[src/rtl/cpu_pkg.sv]
// rtl/cpu_pkg.sv - shared pipeline types and constants for the core
package cpu_pkg;

    typedef enum logic [1:0] {
        RUN      = 2'd0,
        MDU_WAIT = 2'd1,
        DRAIN    = 2'd2,
        HALTED   = 2'd3
    } hz_state_t;

    localparam int REG_AW    = 4;
    localparam int DRAIN_CYC = 3;

endpackage

[src/rtl/perf_sat_counter.sv]
// rtl/perf_sat_counter.sv - saturating event counter with synchronous clear
// Ports: clk; inc counts one event; clr zeroes the count (wins over inc);
//        count holds at all-ones instead of wrapping.
module perf_sat_counter #(
    parameter int W = 16
) (
    input  logic         clk,
    input  logic         inc,
    input  logic         clr,
    output logic [W-1:0] count
);

    always_ff @(posedge clk) begin
        if (clr) begin
            count <= '0;
        end else if (inc && (count != {W{1'b1}})) begin
            count <= count + 1'b1;
        end
    end

endmodule

[src/rtl/hazard_ctrl.sv]
// rtl/hazard_ctrl.sv - pipeline advance/hold/bubble sequencing for the 5-stage core
// Ports: clk, rst (sync, active-high); ID-stage operand/HALT info; EX-stage
//        destination, load, MDU and branch status; mem_busy from data memory.
//        Outputs are per-register enables and flushes, mdu_capture, halted,
//        and the saturating stall_cycles counter.
module hazard_ctrl
    import cpu_pkg::*;
#(
    parameter int MDU_LAT = 8,
    parameter int PERF_W  = 16
) (
    input  logic              clk,
    input  logic              rst,
    input  logic              id_valid,
    input  logic [REG_AW-1:0] id_rs1,
    input  logic [REG_AW-1:0] id_rs2,
    input  logic              id_rs1_used,
    input  logic              id_rs2_used,
    input  logic              id_halt,
    input  logic [REG_AW-1:0] ex_rd,
    input  logic              ex_wr,
    input  logic              ex_is_load,
    input  logic              ex_mdu_start,
    input  logic              ex_branch_taken,
    input  logic              mem_busy,
    output logic              pc_en,
    output logic              if_id_en,
    output logic              id_ex_en,
    output logic              ex_mem_en,
    output logic              mem_wb_en,
    output logic              if_id_flush,
    output logic              id_ex_flush,
    output logic              ex_mem_flush,
    output logic              mdu_capture,
    output logic              halted,
    output logic [PERF_W-1:0] stall_cycles
);

    // The op is already in EX during the RUN cycle that sees it, so the wait
    // state covers the remaining MDU_LAT-1 cycles, ending with cnt=0.
    localparam logic [7:0] MDU_LOAD   = 8'(MDU_LAT - 2);
    localparam logic [7:0] DRAIN_LOAD = 8'(DRAIN_CYC - 1);

    hz_state_t  state, state_d;
    logic [7:0] cnt, cnt_d;
    logic       load_use;
    logic       stall_inc;

    // r0 is an ordinary register, so no zero-register exclusion here.
    assign load_use = id_valid && ex_is_load && ex_wr &&
                      ((id_rs1_used && (id_rs1 == ex_rd)) ||
                       (id_rs2_used && (id_rs2 == ex_rd)));

    always_comb begin
        pc_en        = 1'b1;
        if_id_en     = 1'b1;
        id_ex_en     = 1'b1;
        ex_mem_en    = 1'b1;
        mem_wb_en    = 1'b1;
        if_id_flush  = 1'b0;
        id_ex_flush  = 1'b0;
        ex_mem_flush = 1'b0;
        mdu_capture  = 1'b0;
        state_d      = state;
        cnt_d        = cnt;

        if (rst || mem_busy || (state == HALTED)) begin
            pc_en     = 1'b0;
            if_id_en  = 1'b0;
            id_ex_en  = 1'b0;
            ex_mem_en = 1'b0;
            mem_wb_en = 1'b0;
        end else begin
            case (state)
                DRAIN: begin
                    pc_en       = 1'b0;
                    if_id_en    = 1'b0;
                    id_ex_flush = 1'b1;
                    if (cnt == 8'd0) begin
                        state_d = HALTED;
                    end else begin
                        cnt_d = cnt - 8'd1;
                    end
                end
                MDU_WAIT: begin
                    pc_en    = 1'b0;
                    if_id_en = 1'b0;
                    id_ex_en = 1'b0;
                    if (cnt != 8'd0) begin
                        ex_mem_flush = 1'b1;
                        cnt_d        = cnt - 8'd1;
                    end else begin
                        mdu_capture = 1'b1;
                        state_d     = RUN;
                    end
                end
                RUN: begin
                    if (ex_mdu_start) begin
                        pc_en        = 1'b0;
                        if_id_en     = 1'b0;
                        id_ex_en     = 1'b0;
                        ex_mem_flush = 1'b1;
                        cnt_d        = MDU_LOAD;
                        state_d      = MDU_WAIT;
                    end else if (ex_branch_taken) begin
                        // The instruction in ID is on the wrong path, so its
                        // hazard or HALT never matters.
                        if_id_flush = 1'b1;
                        id_ex_flush = 1'b1;
                    end else if (id_valid && id_halt) begin
                        pc_en       = 1'b0;
                        if_id_en    = 1'b0;
                        id_ex_flush = 1'b1;
                        cnt_d       = DRAIN_LOAD;
                        state_d     = DRAIN;
                    end else if (load_use) begin
                        pc_en       = 1'b0;
                        if_id_en    = 1'b0;
                        id_ex_flush = 1'b1;
                    end
                end
                default: begin
                    state_d = RUN;
                end
            endcase
        end
    end

    assign halted    = !rst && (state == HALTED);
    assign stall_inc = !rst && (state != HALTED) && !pc_en;

    always_ff @(posedge clk) begin
        if (rst) begin
            state <= RUN;
            cnt   <= 8'd0;
        end else begin
            state <= state_d;
            cnt   <= cnt_d;
        end
    end

    perf_sat_counter #(
        .W(PERF_W)
    ) u_stall_cnt (
        .clk  (clk),
        .inc  (stall_inc),
        .clr  (rst),
        .count(stall_cycles)
    );

endmodule

[config.mk]
export PLATFORM = sky130hd
export DESIGN_NAME = hazard_ctrl
export DESIGN_NICKNAME = d
export VERILOG_FILES = /design/src/rtl/cpu_pkg.sv /design/src/rtl/perf_sat_counter.sv /design/src/rtl/hazard_ctrl.sv
export SDC_FILE = /design/constraint.sdc
export NUM_CORES = 1
export LEC_CHECK = 0
export CORE_MARGIN = 5
export CORE_UTILIZATION = 25
export DETAILED_ROUTE_END_ITERATION = 7
export GPL_ROUTABILITY_DRIVEN = 0
export PLACE_DENSITY = 0.51
export SETUP_SLACK_MARGIN = 0.3
export SLEW_MARGIN = 20
export SYNTH_ARGS = -nofsm -noshare
export SYNTH_HDL_FRONTEND = slang
export SYNTH_SLANG_ARGS = --single-unit
export TNS_END_PERCENT = 100
[constraint.sdc]
create_clock -name clk -period 2.5 [get_ports clk]
set_input_delay 0.5 -clock clk [delete_from_list [all_inputs] [get_ports clk]]
set_output_delay 0.5 -clock clk [all_outputs]
set_load 0.05 [all_outputs]
-- Word-level counts from Yosys, hierarchy flattened
Cells that the tools add are included.
- flip-flop bits (word level): 26
- word-level logic and storage cells: 80
- output and inout port bits: 26
- add/subtract/negate cells: 2
- muxes and demuxes: 39
- bitwise logic cells: 1
- reduce and logical (&&, ||, !) cells: 22
- equality and inequality tests: 13
- operators by type and width (operator ; number):
    $mux W8 ; 5
    $pmux W8 S3 ; 1
    $mux W1 ; 23
    $add A16 B1 Y16 const B ; 1
    $ne A16 B16 Y1 const B ; 1
    $logic_and A1 B1 Y1 ; 10
    $mux W2 ; 5
    $ne A2 B2 Y1 const B ; 5
    $eq A4 B4 Y1 ; 2
    $logic_not A8 Y1 ; 1
    $pmux W1 S2 ; 4
    $reduce_bool A8 Y1 ; 1
    $sub A8 B1 Y8 const B ; 1
    $ne A3 B3 Y1 const B ; 2
    $pmux W2 S3 ; 1
    $reduce_and A6 Y1 ; 1
    $reduce_and A5 Y1 ; 1
    $eq A2 B2 Y1 const B ; 2
    $logic_or A1 B1 Y1 ; 3
    $reduce_bool A3 Y1 ; 1
    $eq A2 B1 Y1 const B ; 1
    $logic_not A1 Y1 ; 2
    $logic_not A2 Y1 ; 1
    $reduce_or A2 Y1 ; 1
    $not A1 Y1 ; 1

-- Depth between registers and ports, before layout
- depth in word-level cells: 13
- depth in mapped cells: 10
- depth with buffers taken out: 8

-- Cells and area by module
Synthesis repeated with hierarchy kept, for this count alone.
- cells, all modules: 218
- area, all modules: 1783.0 um^2
- modules (own cells, without submodules) (module ; times used ; area an instance (um^2) ; cells an instance ; seq. area each (um^2)):
    hazard_ctrl ; 1 ; 934.6 ; 119 ; 200.2
    perf_sat_counter ; 1 ; 848.3 ; 99 ; 320.3

-- Least setup slack after synthesis
OpenSTA, ideal clock, no wires.
- kind: input -> output
- start: in rst
- end: out pc_en
- slack: -0.177 ns
- buffers on the path: 2
- cell stages on the path: 4
- arrival: 2.177 ns
- path through: buf_2 > or3_4 > a21oi_1 > buf_4
- word-level cells in the longest chain between the ends: 3
- ends and longest elaborated chain (element ; line ; source):
    start: declaration ; hazard_ctrl.sv:13 ; input logic rst,
    $logic_or A1 B1 Y1 (2 in a row) ; hazard_ctrl.sv:67 ; if (rst || mem_busy || (state == HALTED)) begin
    $mux W1 ; -- ;
    end: declaration ; hazard_ctrl.sv:26 ; output logic pc_en,
No other way between the ends.

-- Worst setup path in the final report
- start: in ex_rd[1]
- end: out id_ex_flush
- word-level cells in the longest chain between the ends: 10
- ends and longest elaborated chain (element ; line ; source):
    start: declaration ; hazard_ctrl.sv:20 ; input logic [REG_AW-1:0] ex_rd,
    $eq A4 B4 Y1, on equally long branches ; hazard_ctrl.sv:51, hazard_ctrl.sv:52 ;
    $logic_and A1 B1 Y1, on equally long branches ; hazard_ctrl.sv:51, hazard_ctrl.sv:52 ;
    $logic_or A1 B1 Y1 * ; hazard_ctrl.sv:51 ; ((id_rs1_used && (id_rs1 == ex_rd)) ||
    $logic_and A1 B1 Y1 * ; hazard_ctrl.sv:50 ; assign load_use = id_valid && ex_is_load && ex_wr &&
    $mux W1 * ; hazard_ctrl.sv:116 ; end else if (load_use) begin
    $mux W1 * ; hazard_ctrl.sv:110 ; end else if (id_valid && id_halt) begin
    $mux W1 * ; hazard_ctrl.sv:105 ; end else if (ex_branch_taken) begin
    $mux W1 * ; hazard_ctrl.sv:98 ; if (ex_mdu_start) begin
    $pmux W1 S2 * ; hazard_ctrl.sv:74 ; case (state)
    $mux W1 * ; hazard_ctrl.sv:67 ;
    end: declaration ; hazard_ctrl.sv:32 ; output logic id_ex_flush,
Every way passes the cells marked *; elsewhere a longest branch is shown, timed or not.

==> metrics <==
core area=6350 µm²; Avg Synthesized Cell Area=8.062 µm²; clk_lat worst skew=270 ps; clock-pin slew on the worst setup and hold paths=100 ps; Int Pwr=0.0008779 W; WP buf/inv=2; GRT Util Overall=11.26%; most frequent cell after synthesis=dfxtp_1; Final setup viols=0; P_leak=1.042 nW; hpwl dp=3382 µm; crit path cell chain=buf_2, xnor2_1, nand4_1, o21ai_4, nor3_4, nor2_1, o21a_2, buf_12; first-pass GRT wire length=7921 µm; Non-Filler Instances=350; Diodes inserted=0; RSZ-0062 raised after global routing=true; htree depth=1; Synth Flop Type=dfxtp_1; Final Critical Period=~2200 ps; DP Area=2376 µm²; Yosys top cell by area=dfxtp_1; share of cells above drive strength 1=38.83%; Yosys cell types=44; post-route worst setup slack=294.9 ps; Peak VDD IR=0.2268 mV; Fmax=453.5 MHz; Logic pwr share=36.5%; via count=1679; largest buffer count on any clock path=2; vias in the first global route=1603; initial antenna violation count=0; design area=2739 µm²; net switching power=0.0004166 W; clk sinks=26; max-slew violations=0; Critical Path Fanout Max=3; register area share after synthesis=31.80%; Hold Path Origin=u_stall_cnt.count[9]; Routed Antenna Nets=0; Worst setup EP type=primary output; Hold-fix buffers, CTS=0; Seq cells post-synth=26; port bufs=48; largest net degree at the start of global routing=23; root buf cell=clkbuf_8; Area Growth Syn to Fin=67.35%; HP Class=register to register; P per Cell Area=472.6 nW/µm²; Clk pwr share=27.6%; Reg power frac=35.9%; Inserted Clock Buffers=3; Cells after Synth=a little over 200; delay-heaviest family, CP=compound AO/OA/AOI/OAI gates; Die Wd=90.91 µm; Layout Skew=6.944 ps; CP Launch Point=ex_rd[1]; DR DRC count=0; DR pass1 iterations=4; CP max-delay cell=o21ai_4; Sw Share=32.18%; Tot Pwr=0.001295 W; Ports=49; startpoint type of the worst setup path=input pin; largest cells by area after synthesis=dfxtp_1 (32%), ha_1 (5.4%), nor2_1 (5.3%); Starting Density=25.77%; placed cells=333; relative slew slack=66.12%; maxcap violations=0; number of vias per cell=4.797; critical path class=input pin to primary output; Overflow after GRT=0; Async S/R FF share, synth=0%; WL final=4736 µm; Die Area=~8300 µm²; Post-synth EDFFs=0; final hold vios=0; Synth top area share=31.80%; YS warnings=0; Post-synth top cells=dfxtp_1 (26), nor2_1 (23), a21oi_1 (17); worst slack at placement=-131.4 ps; # fillers=604; Worst path max stage delay=260 ps; data required time of the critical path=2000 ps; setup TNS=0 ps; Mapped Nets=233; status=completed; r2r startpoint=state[1]; WL per Instance=13.53 µm; crit path DAT=1710 ps; Syn Std Cell Area=1637 µm²; initial DRC count=12; Worst-Margin Slew=505.2 ps; Net count, final=304; CTS tree=built; Rows=29; die span in y=roughly 91 µm; crit share post-route=88.20%
-- timing repair --
action                                  CTS  global route
cloned                                    0             2
resized for setup                        73            39
endpoints found under the setup margin   24            23
setup buffers                             8             3
pin swaps                                22            28
-- flip-flops by register name, summed over array words and instances (netlist names) --
signal             count
state                  2
u_stall_cnt.count     16
cnt                    8
-- worst reg2reg max path, stage by stage, from the launching register on --
cell	delay, ps
dfxtp_4	390
inv_4	40
ha_4	150
buf_6	110
buf_4	140
nand3b_1	160
a31oi_4	130
a31oi_4	220
o21ai_4	120
buf_6	170
or3_1	330
a21oi_1	140
-- power by group through the flow --
stage | combinational (W) | clock, W | sequential (W)
finish | 0.000472 | 0.000357 | 0.000465
global route | 0.000514 | 0.000385 | 0.000470
CTS | 0.000429 | 0.000371 | 0.000464
detailed placement | 0.000389 | 0 | 0.000473
global placement | 0.000388 | 0 | 0.000472
floorplan | 0.000222 | 0 | 0.000487
-- path summary, 6_finish.rpt --
| path | end | slack (ps) | cells after the start |
|---|---|---|---|
| hold reg to reg | u_stall_cnt.count[9] | 510 | 2 |
| hold / removal | u_stall_cnt.count[9] | 510 | 2 |
| setup reg to reg | u_stall_cnt.count[7] | 340 | 11 |
| setup / recovery | id_ex_flush | 290 | 8 |
-- layout by cell type, fill, tap and decap left out, drive strengths merged, types with 3 or more instances in the layout --
cell / synthesis / routed
dlygate4sd2: 0 / 8
nor3: 3 / 3
a21oi: 17 / 17
and3: 7 / 7
or4: 5 / 5
or3: 11 / 11
clkdlybuf4s50: 0 / 17
ha: 7 / 7
xnor2: 9 / 9
buf: 7 / 44
nand4: 4 / 4
xor2: 6 / 6
o21ai: 14 / 15
o31ai: 6 / 6
inv: 10 / 10
clkbuf: 2 / 7
a311oi: 3 / 3
dfxtp: 26 / 26
nand2: 16 / 16
nand3: 9 / 9
nor2: 23 / 23
-- cells by family after synthesis --
logic type                 synth area share (%)
xor gates and xnor gates                  8.028
muxes                                    0.6116
and+or+nand+nor                           28.90
buffers and inverters                     6.039
adders and majority gates                 5.351
AOI/OAI and AO/OA                         19.27
DFF                                       31.80
-- per-layer routing --
layer	share of wire, %	vias to the layer above	global-route usage [%]
met5	0	-	0
met4	0.38	0	1.467
met3	4.5	2	3.000
met2	50	25	18.70
met1	45	782	15.06
li1	-	870	-
-- through the flow --
| step | hold slack, ps | utilization, % |
|---|---|---|
| after floorplan | 471.0 | - |
| after global placement | 480.5 | 37.42 |
| after detailed placement | 486.8 | 37.42 |
| after CTS | 503.3 | 40.67 |
| after global routing | 541.0 | 43.13 |
| final | 511.3 | 43.13 |
-- final cells by class --
cell class	count	area, µm²	area share (%)
Tap cell	77	96.34	3.518
Clock buffer	3	41.29	1.508
Multi-Input combinational cell	159	1259	45.96
Timing Repair Buffer	74	738.2	26.95
Clock inverter	1	30.03	1.096
Inverter	10	45.04	1.645
Sequential cell	26	529.3	19.32
No activity file was read; power rests on OpenSTA's default activity.
